<file path="src/rtl/reg_universal_nb_if.sv">
// rtl/reg_universal_nb_if.sv - control, data and status bundle for the universal register
// Purpose: groups every non-clock/reset signal of reg_universal_nb.
// Ports (master drives / slave receives):
//   en, mode[1:0], d[WIDTH-1:0], sin_msb, sin_lsb, start, dir, shamt[CNT_W-1:0]
// Ports (slave drives / master receives):
//   q[WIDTH-1:0], sout_msb, sout_lsb, busy, done
interface reg_universal_nb_if #(
    parameter int WIDTH = 8
) ();
    localparam int CNT_W = $clog2(WIDTH + 1);

    logic             en;
    logic [1:0]       mode;
    logic [WIDTH-1:0] d;
    logic             sin_msb;
    logic             sin_lsb;
    logic             start;
    logic             dir;
    logic [CNT_W-1:0] shamt;
    logic [WIDTH-1:0] q;
    logic             sout_msb;
    logic             sout_lsb;
    logic             busy;
    logic             done;

    modport master (
        output en, mode, d, sin_msb, sin_lsb, start, dir, shamt,
        input  q, sout_msb, sout_lsb, busy, done
    );

    modport slave (
        input  en, mode, d, sin_msb, sin_lsb, start, dir, shamt,
        output q, sout_msb, sout_lsb, busy, done
    );
endinterface

</file>
<file path="src/rtl/reg_universal_nb.sv">
// rtl/reg_universal_nb.sv - N-bit universal shift/load register with auto-shift engine
// Purpose: per enabled edge holds, shifts right, shifts left or loads; an auto-shift
//          engine performs a programmed number of single-bit shifts with busy/done.
// Ports:
//   i_clk  - rising-edge clock
//   i_rst  - synchronous active-high reset (wins over en=0)
//   s_bus  - reg_universal_nb_if.slave: en, mode, d, sin_msb, sin_lsb, start, dir,
//            shamt in; q, sout_msb, sout_lsb, busy, done out
module reg_universal_nb #(
    parameter int               WIDTH   = 8,
    parameter logic [WIDTH-1:0] RST_VAL = '0
) (
    input  logic                 i_clk,
    input  logic                 i_rst,
    reg_universal_nb_if.slave    s_bus
);
    localparam int CNT_W = $clog2(WIDTH + 1);

    localparam logic [1:0] MODE_HOLD  = 2'b00;
    localparam logic [1:0] MODE_RIGHT = 2'b01;
    localparam logic [1:0] MODE_LEFT  = 2'b10;
    localparam logic [1:0] MODE_LOAD  = 2'b11;

    typedef enum logic {
        S_IDLE  = 1'b0,
        S_SHIFT = 1'b1
    } state_t;

    state_t           r_state, w_state_nxt;
    logic [WIDTH-1:0] r_q, w_q_nxt;
    logic [CNT_W-1:0] r_cnt, w_cnt_nxt;
    logic             r_dir, w_dir_nxt;
    logic             r_busy, w_busy_nxt;
    logic             r_done, w_done_nxt;

    logic [WIDTH-1:0] w_q_right;
    logic [WIDTH-1:0] w_q_left;

    // Serial inputs are taken live on every shift, never latched at start.
    assign w_q_right = {s_bus.sin_msb, r_q[WIDTH-1:1]};
    assign w_q_left  = {r_q[WIDTH-2:0], s_bus.sin_lsb};

    always_ff @(posedge i_clk) begin
        if (i_rst) begin
            r_state <= S_IDLE;
            r_q     <= RST_VAL;
            r_cnt   <= '0;
            r_dir   <= 1'b0;
            r_busy  <= 1'b0;
            r_done  <= 1'b0;
        end else if (s_bus.en) begin
            r_state <= w_state_nxt;
            r_q     <= w_q_nxt;
            r_cnt   <= w_cnt_nxt;
            r_dir   <= w_dir_nxt;
            r_busy  <= w_busy_nxt;
            r_done  <= w_done_nxt;
        end
    end

    always_comb begin
        w_state_nxt = r_state;
        w_q_nxt     = r_q;
        w_cnt_nxt   = r_cnt;
        w_dir_nxt   = r_dir;
        w_busy_nxt  = r_busy;
        // done is a single-cycle pulse, so it falls unless re-raised below.
        w_done_nxt  = 1'b0;

        case (r_state)
            S_SHIFT: begin
                w_q_nxt   = r_dir ? w_q_left : w_q_right;
                w_cnt_nxt = r_cnt - CNT_W'(1);
                if (r_cnt == CNT_W'(1)) begin
                    w_state_nxt = S_IDLE;
                    w_busy_nxt  = 1'b0;
                    w_done_nxt  = 1'b1;
                end
            end
            default: begin
                if (s_bus.start) begin
                    // A zero-length request completes immediately without entering SHIFT.
                    if (s_bus.shamt != '0) begin
                        w_state_nxt = S_SHIFT;
                        w_cnt_nxt   = s_bus.shamt;
                        w_dir_nxt   = s_bus.dir;
                        w_busy_nxt  = 1'b1;
                    end else begin
                        w_done_nxt  = 1'b1;
                    end
                end else begin
                    case (s_bus.mode)
                        MODE_RIGHT: w_q_nxt = w_q_right;
                        MODE_LEFT:  w_q_nxt = w_q_left;
                        MODE_LOAD:  w_q_nxt = s_bus.d;
                        MODE_HOLD:  w_q_nxt = r_q;
                        default:    w_q_nxt = r_q;
                    endcase
                end
            end
        endcase
    end

    assign s_bus.q        = r_q;
    assign s_bus.sout_msb = r_q[WIDTH-1];
    assign s_bus.sout_lsb = r_q[0];
    assign s_bus.busy     = r_busy;
    assign s_bus.done     = r_done;
endmodule
</file>
<file path="src/flat_wrapper.sv">
// flat-port wrapper written by rule: the top's interface ports become plain ports
module reg_universal_nb_flat 
#(
    parameter int               WIDTH   = 8,
    parameter logic [WIDTH-1:0] RST_VAL = '0
)
  (i_clk, i_rst, s_bus_en, s_bus_mode, s_bus_d, s_bus_sin_msb, s_bus_sin_lsb, s_bus_start, s_bus_dir, s_bus_shamt, s_bus_q, s_bus_sout_msb, s_bus_sout_lsb, s_bus_busy, s_bus_done);
  reg_universal_nb_if #(.WIDTH(WIDTH)) s_bus_i ();
  input  logic i_clk;
  input  logic i_rst;
  input wire logic [$bits(s_bus_i.en)-1:0] s_bus_en;
  input wire logic [$bits(s_bus_i.mode)-1:0] s_bus_mode;
  input wire logic [$bits(s_bus_i.d)-1:0] s_bus_d;
  input wire logic [$bits(s_bus_i.sin_msb)-1:0] s_bus_sin_msb;
  input wire logic [$bits(s_bus_i.sin_lsb)-1:0] s_bus_sin_lsb;
  input wire logic [$bits(s_bus_i.start)-1:0] s_bus_start;
  input wire logic [$bits(s_bus_i.dir)-1:0] s_bus_dir;
  input wire logic [$bits(s_bus_i.shamt)-1:0] s_bus_shamt;
  output wire logic [$bits(s_bus_i.q)-1:0] s_bus_q;
  output wire logic [$bits(s_bus_i.sout_msb)-1:0] s_bus_sout_msb;
  output wire logic [$bits(s_bus_i.sout_lsb)-1:0] s_bus_sout_lsb;
  output wire logic [$bits(s_bus_i.busy)-1:0] s_bus_busy;
  output wire logic [$bits(s_bus_i.done)-1:0] s_bus_done;
  assign s_bus_i.en = s_bus_en;
  assign s_bus_i.mode = s_bus_mode;
  assign s_bus_i.d = s_bus_d;
  assign s_bus_i.sin_msb = s_bus_sin_msb;
  assign s_bus_i.sin_lsb = s_bus_sin_lsb;
  assign s_bus_i.start = s_bus_start;
  assign s_bus_i.dir = s_bus_dir;
  assign s_bus_i.shamt = s_bus_shamt;
  assign s_bus_q = s_bus_i.q;
  assign s_bus_sout_msb = s_bus_i.sout_msb;
  assign s_bus_sout_lsb = s_bus_i.sout_lsb;
  assign s_bus_busy = s_bus_i.busy;
  assign s_bus_done = s_bus_i.done;
  reg_universal_nb #(.WIDTH(WIDTH), .RST_VAL(RST_VAL)) u_core (.i_clk(i_clk), .i_rst(i_rst), .s_bus(s_bus_i));
endmodule
</file>
<file path="config.mk">
export PLATFORM = sky130hd
export DESIGN_NAME = reg_universal_nb_flat
export DESIGN_NICKNAME = d
export VERILOG_FILES = /design/src/rtl/reg_universal_nb_if.sv /design/src/rtl/reg_universal_nb.sv /design/src/flat_wrapper.sv
export SDC_FILE = /design/constraint.sdc
export NUM_CORES = 1
export LEC_CHECK = 0
export BUFFER_PORTS_ARGS = -buffer_cell sky130_fd_sc_hd__buf_2
export CAP_MARGIN = 30
export CELL_PAD_IN_SITES_DETAIL_PLACEMENT = 1
export CELL_PAD_IN_SITES_GLOBAL_PLACEMENT = 1
export CORE_ASPECT_RATIO = 1.1
export CORE_MARGIN = 2
export CORE_UTILIZATION = 30
export DETAILED_ROUTE_END_ITERATION = 16
export GPL_TIMING_DRIVEN = 0
export PLACE_DENSITY = 0.66
export SLEW_MARGIN = 0
export SYNTH_ARGS = -nofsm -noshare
export SYNTH_HDL_FRONTEND = slang
export SYNTH_SLANG_ARGS = --single-unit
</file>
<file path="constraint.sdc">
create_clock -name i_clk -period 1.84 [get_ports i_clk]
set_input_delay 0.368 -clock i_clk [delete_from_list [all_inputs] [get_ports i_clk]]
set_output_delay 0.368 -clock i_clk [all_outputs]
set_load 0.01 [all_outputs]
</file>
Word level (Yosys, flattened, before mapping)
Index checks and enable logic that the tools add are counted.

Add/subtract/negate cells: 1. Multiply operators: 0. Div/mod/pow operators: 0. Shifts and indexed selects: 0. Mux-type cells: 19. Magnitude comparators: 0. Equal/unequal tests: 7. Reductions and logical operators: 8. Bitwise operators: 1.

Operator list (number): 2-to-1 mux 8 bit (3); one-hot mux 8 bit (3 select lines) (1); 2-to-1 mux 1 bit (12); 2-to-1 mux 4 bit (3); AND reduction 4 bit (2); AND reduction 3 bit (2); == test 2 bit (second input constant) (2); == test 4 x 1 -> 1 bit (second input constant) (1); inequality test 2 x 1 -> 1 bit (second input constant) (2); nonzero test 2 bit (2); nonzero test 4 bit (1); subtractor 4 x 1 -> 4 bit (second input constant) (1); == test 2 x 1 -> 1 bit (second input constant) (1); logical NOT 2 bit (1); inequality test 2 bit (second input constant) (1); NOT 1 bit (1).

Bits in writable memories: 0. Memories: 0. Bits in latches: 0. Input bits: 21. Bits in read-only memories: 0. Flip-flop bits (word level): 16.

Longest topological paths before layout
Depth after elaboration: 4. Gate-level depth with buffers: 6. Gate-level depth less buffers: 6.

Worst setup path before layout
Ideal clock, no wire load.

Kind: input -> register. Start: input s_bus_mode[0]. End: register u_core.r_q[2] (netlist: u_core.s_bus.q[2]). Cell stages on the path: 5. Arrival: 1.140 ns. Required time: 1.708 ns. Path buffers: 1. Setup slack: 0.568 ns. Setup time: 0.132 ns. Path through: buf_4 -> o21ba_2 -> o21a_2 -> o211ai_1 -> a21oi_1.

Word-level cells in the longest chain between the ends: 4.

Ends and longest elaborated chain: start: declaration (line flat_wrapper.sv:12) `input wire logic [$bits(s_bus_i.mode)-1:0] s_bus_mode;`; == test 2 bit or == test 2 x 1 -> 1 bit (tied branches) (line reg_universal_nb.sv:92) `case (s_bus.mode)`; one-hot mux 8 bit (3 select lines) (line reg_universal_nb.sv:92); 2-to-1 mux 8 bit (line reg_universal_nb.sv:81) `if (s_bus.start) begin`; 2-to-1 mux 8 bit (line reg_universal_nb.sv:70) `case (r_state)`; end signal: assignment (line reg_universal_nb.sv:53) `r_q <= w_q_nxt;`; end: declaration (line reg_universal_nb.sv:30) `logic [WIDTH-1:0] r_q, w_q_nxt;`.

Several ways; a longest one is shown, not always the timed one. The select of a mux whose other input is x is not followed. A chain may end at the register's enable or synchronous reset.

Worst setup path after layout
Start: register u_core.r_state. End: register u_core.r_q[7] (netlist: u_core.s_bus.q[7]).

Word-level cells in the longest chain between the ends: 2.

Ends and longest elaborated chain: start: declaration (line reg_universal_nb.sv:29) `state_t r_state, w_state_nxt;`; start signal: assignment (line reg_universal_nb.sv:52) `r_state <= w_state_nxt;`; inequality test 2 x 1 -> 1 bit (no source line); AND reduction 3 bit (no source line).

Several ways; a longest one is shown, not always the timed one.

==> results.md <==
* Max FO, Critical Path at 10
* Final max-slew violation count at 0
* Clock skew at 0.00130 ns
* Row cnt at 22
* TritonCTS clock tree: yes
* Routed wire length at 3.08 mm
* First-pass GRT wire length at 5.18 mm
* Total Routing Usage GR at 0.165
* Largest net degree at the start of global routing at 11
* GR Overflow Total at 0
* Synth Area per Inst at 7.98 sq um
* Req. time, crit path at 2.00 ns
* Post-synth EDFFs at 0
* Clock Sinks at 16
* Synth async-reset ratio at 0
* Outcome: finished, final reports clean
* Die area at 0.00409 sq mm
* DPL Wire Length at 2.35 mm
* Final worst path period need at 1.34 ns
* WHS at 0.315 ns
* Avg WL per Cell at 14.3 um
* Synthesized Nets at 158
* Int Pwr at 0.000592 W
* R2R Setup Slk at 0.50 ns
* Cell taking the most area after synthesis: dfxtp_1
* Psw at 0.000275 W
* Register share of total power at 0.459
* Number of I/O port buffers at 29
* TritonCTS Buffers at 3
* Clock network power share at 0.275
* Buffer count from post-CTS setup fixing at 0
* Worst-path clk slew at 0.10 ns
* Residual DRC at 0
* Post-route ant nets at 0
* Root buffer cell: clkbuf_4
* Critical path launch point type: flop
* Area grow syn2layout at 22.4%
* Worst Hold Launch: s_bus_dir
* I/O pins at 33
* Ys flop type: dfxtp_1
* PD cells at 658 mW/mm^2
* Initial antenna violation count at 0
* Height of the die at 66.9 um
* Unrepaired setup endpoints after global routing: no
* Core box area at 0.00339 sq mm
* Final Cycle Share at 0.726
* Worst setup startpoint: u_core.r_state
* Vias per cell at 5.06
* Reg2Reg Depth at 5
* Slew headroom at 0.642
* Nets at 192
* Yosys reg bits at 16
* Vias at 1094
* Crit path kind: flop to flop
* Crit path DAT at 1.50 ns
* Crit Reg-Reg Endpoint: u_core.s_bus.q[7]
* Gpl congestion at 0.752
* Filler Cell Count at 443
* Final Core Density at 0.390
* Number of global-route vias before repair at 1146
* Switching fraction of total power at 0.317
* Crit end category: flop
* Finish-stage setup viols at 0
* Share of layout cells above drive strength 1 at 0.292
* Skew-Pair Late Insertion Delay at 0.28 ns
* Synth area leaders: dfxtp_1 (30%), mux2i_1 (18%), a21oi_1 (7.9%), nand2_1 (6.6%), nor2_1 (5.9%)
* Logic pwr share at 0.266
* Die width at 61.1 um
* Post-synth cell types at 29
* Final hold violations at 0
* FF/Latch Area at 320 sq um
* Static Leakage at 0.559 nW
* Max Buffers Root-to-Sink at 2
* Sequential area share after synthesis at 0.297
* Starting Density at 0.318
* Hold Path Sink: u_core.r_dir
* Top cell type's share of synthesized area at 0.297
* Number of max-cap violations at 0
* Fmax at 0.748 GHz
* Setup tns final at 0 ns
* TritonRoute pass-1 iters at 4
* Post-Syn Area at 0.00108 sq mm
* Gate count after technology mapping at 135
* Slew @ Worst Pin at 0.537 ns
* Synth cell count leaders: mux2i_1 (19), nand2_1 (19), a21oi_1 (17), nor2_1 (17), dfxtp_1 (16)
* Post-cts sizing count at 0
* Hold path depth at 3
* Synth Warn # at 0
* H-tree Lvls at 1
* Post-Layout Cell Count at 216
* DR iter-0 viols at 30
* Area of the multi-input gates at 682 sq um
* Ant. Diodes at 0
* Reg2reg start: u_core.r_state
* Worst Hold Class: input pin to flop
* Dpl cells at 212
* CTS Hold Bufs at 0
* Worst vdd ir at 0.257 mV
## routing by layer
layer,wire length (um),track usage,share of wire,vias to the layer above
met2,1560,0.297,0.51,24
met3,130,0.0214,0.042,2
met1,1380,0.200,0.45,521
met4,11,0.0462,0.0036,0
li1,-,-,-,547
met5,0,0,0,-
## layout by cell type (no fill, tap or decap), drive strengths merged
cell type  Yosys  routed
o31ai          1       1
nand2         19      19
or4            1       1
dfxtp         16      16
ha             2       2
a211oi         2       2
nor2          17      17
a31oi          2       2
inv            4       4
o211ai         7       7
nand3          1       1
a21oi         18      18
o21a           1       1
a311oi         1       1
o21ba          1       1
and3b          1       1
clkbuf         2       6
a221oi         1       1
and4bb         1       1
nor3           3       3
nor4           1       1
mux2i         19      19
o21ai          5       5
buf            9      38
## state kept, by name (all words and copies together) (netlist names)
name	flops
u_core.r_cnt	4
u_core.r_state	1
u_core.s_bus.q	8
u_core.s_bus.done	1
u_core.s_bus.busy	1
u_core.r_dir	1
## layout make-up
class | instances | area share
inverter | 4 | 0.0114
tap | 48 | 0.0455
clock buffer | 4 | 0.0275
buffer | 11 | 0.0455
timing repair buffer | 29 | 0.110
multi-input combinational | 104 | 0.517
sequential | 16 | 0.243
## per-stage QoR
step | area [sq um] | power, W | worst slack [ns]
after floorplan | 1080 | 0.000556 | 0.568
after global placement | 1280 | 0.000630 | 0.430
after detailed placement | 1280 | 0.000640 | 0.396
after CTS | 1320 | 0.000883 | 0.484
after global routing | 1320 | 0.000928 | 0.370
final | 1320 | 0.000867 | 0.503
## critical path, cell delays in order (launching register included)
cell,delay [ns]
dfxtp_1,0.32
buf_2,0.21
clkbuf_1,0.38
nand2_1,0.09
o211ai_1,0.12
a21oi_1,0.09
## power groups by stage
stage	clock, W	combinational [W]	sequential, W
after floorplan	0	0.000150	0.000406
after global placement	0	0.000225	0.000405
after detailed placement	0	0.000233	0.000407
after CTS	0.000249	0.000235	0.000399
after global routing	0.000264	0.000260	0.000403
final	0.000239	0.000231	0.000398
## kinds of logic (layout without fill, tap and decap cells)
logic type      Yosys count  count (layout)  share of synthesized area
mux                      19              19                      0.177
compound gates           39              39                      0.243
buf+inv                  15              48                     0.0697
flops                    16              16                      0.297
fa+ha+maj                 2               2                     0.0232
simple gates             44              44                      0.190
## how the worst max path moves through the flow
stage | end | slack [ns] | cells after the start
after global routing | u_core.s_bus.q[5] | 0.37 | 5
after floorplan | u_core.s_bus.q[2] | 0.57 | 5
after detailed placement | u_core.r_cnt[3] | 0.40 | 5
after CTS | u_core.s_bus.q[7] | 0.48 | 5
after global placement | u_core.r_dir | 0.43 | 5
final | u_core.s_bus.q[7] | 0.50 | 5
Note: power is estimated with default switching activity, not from simulation.
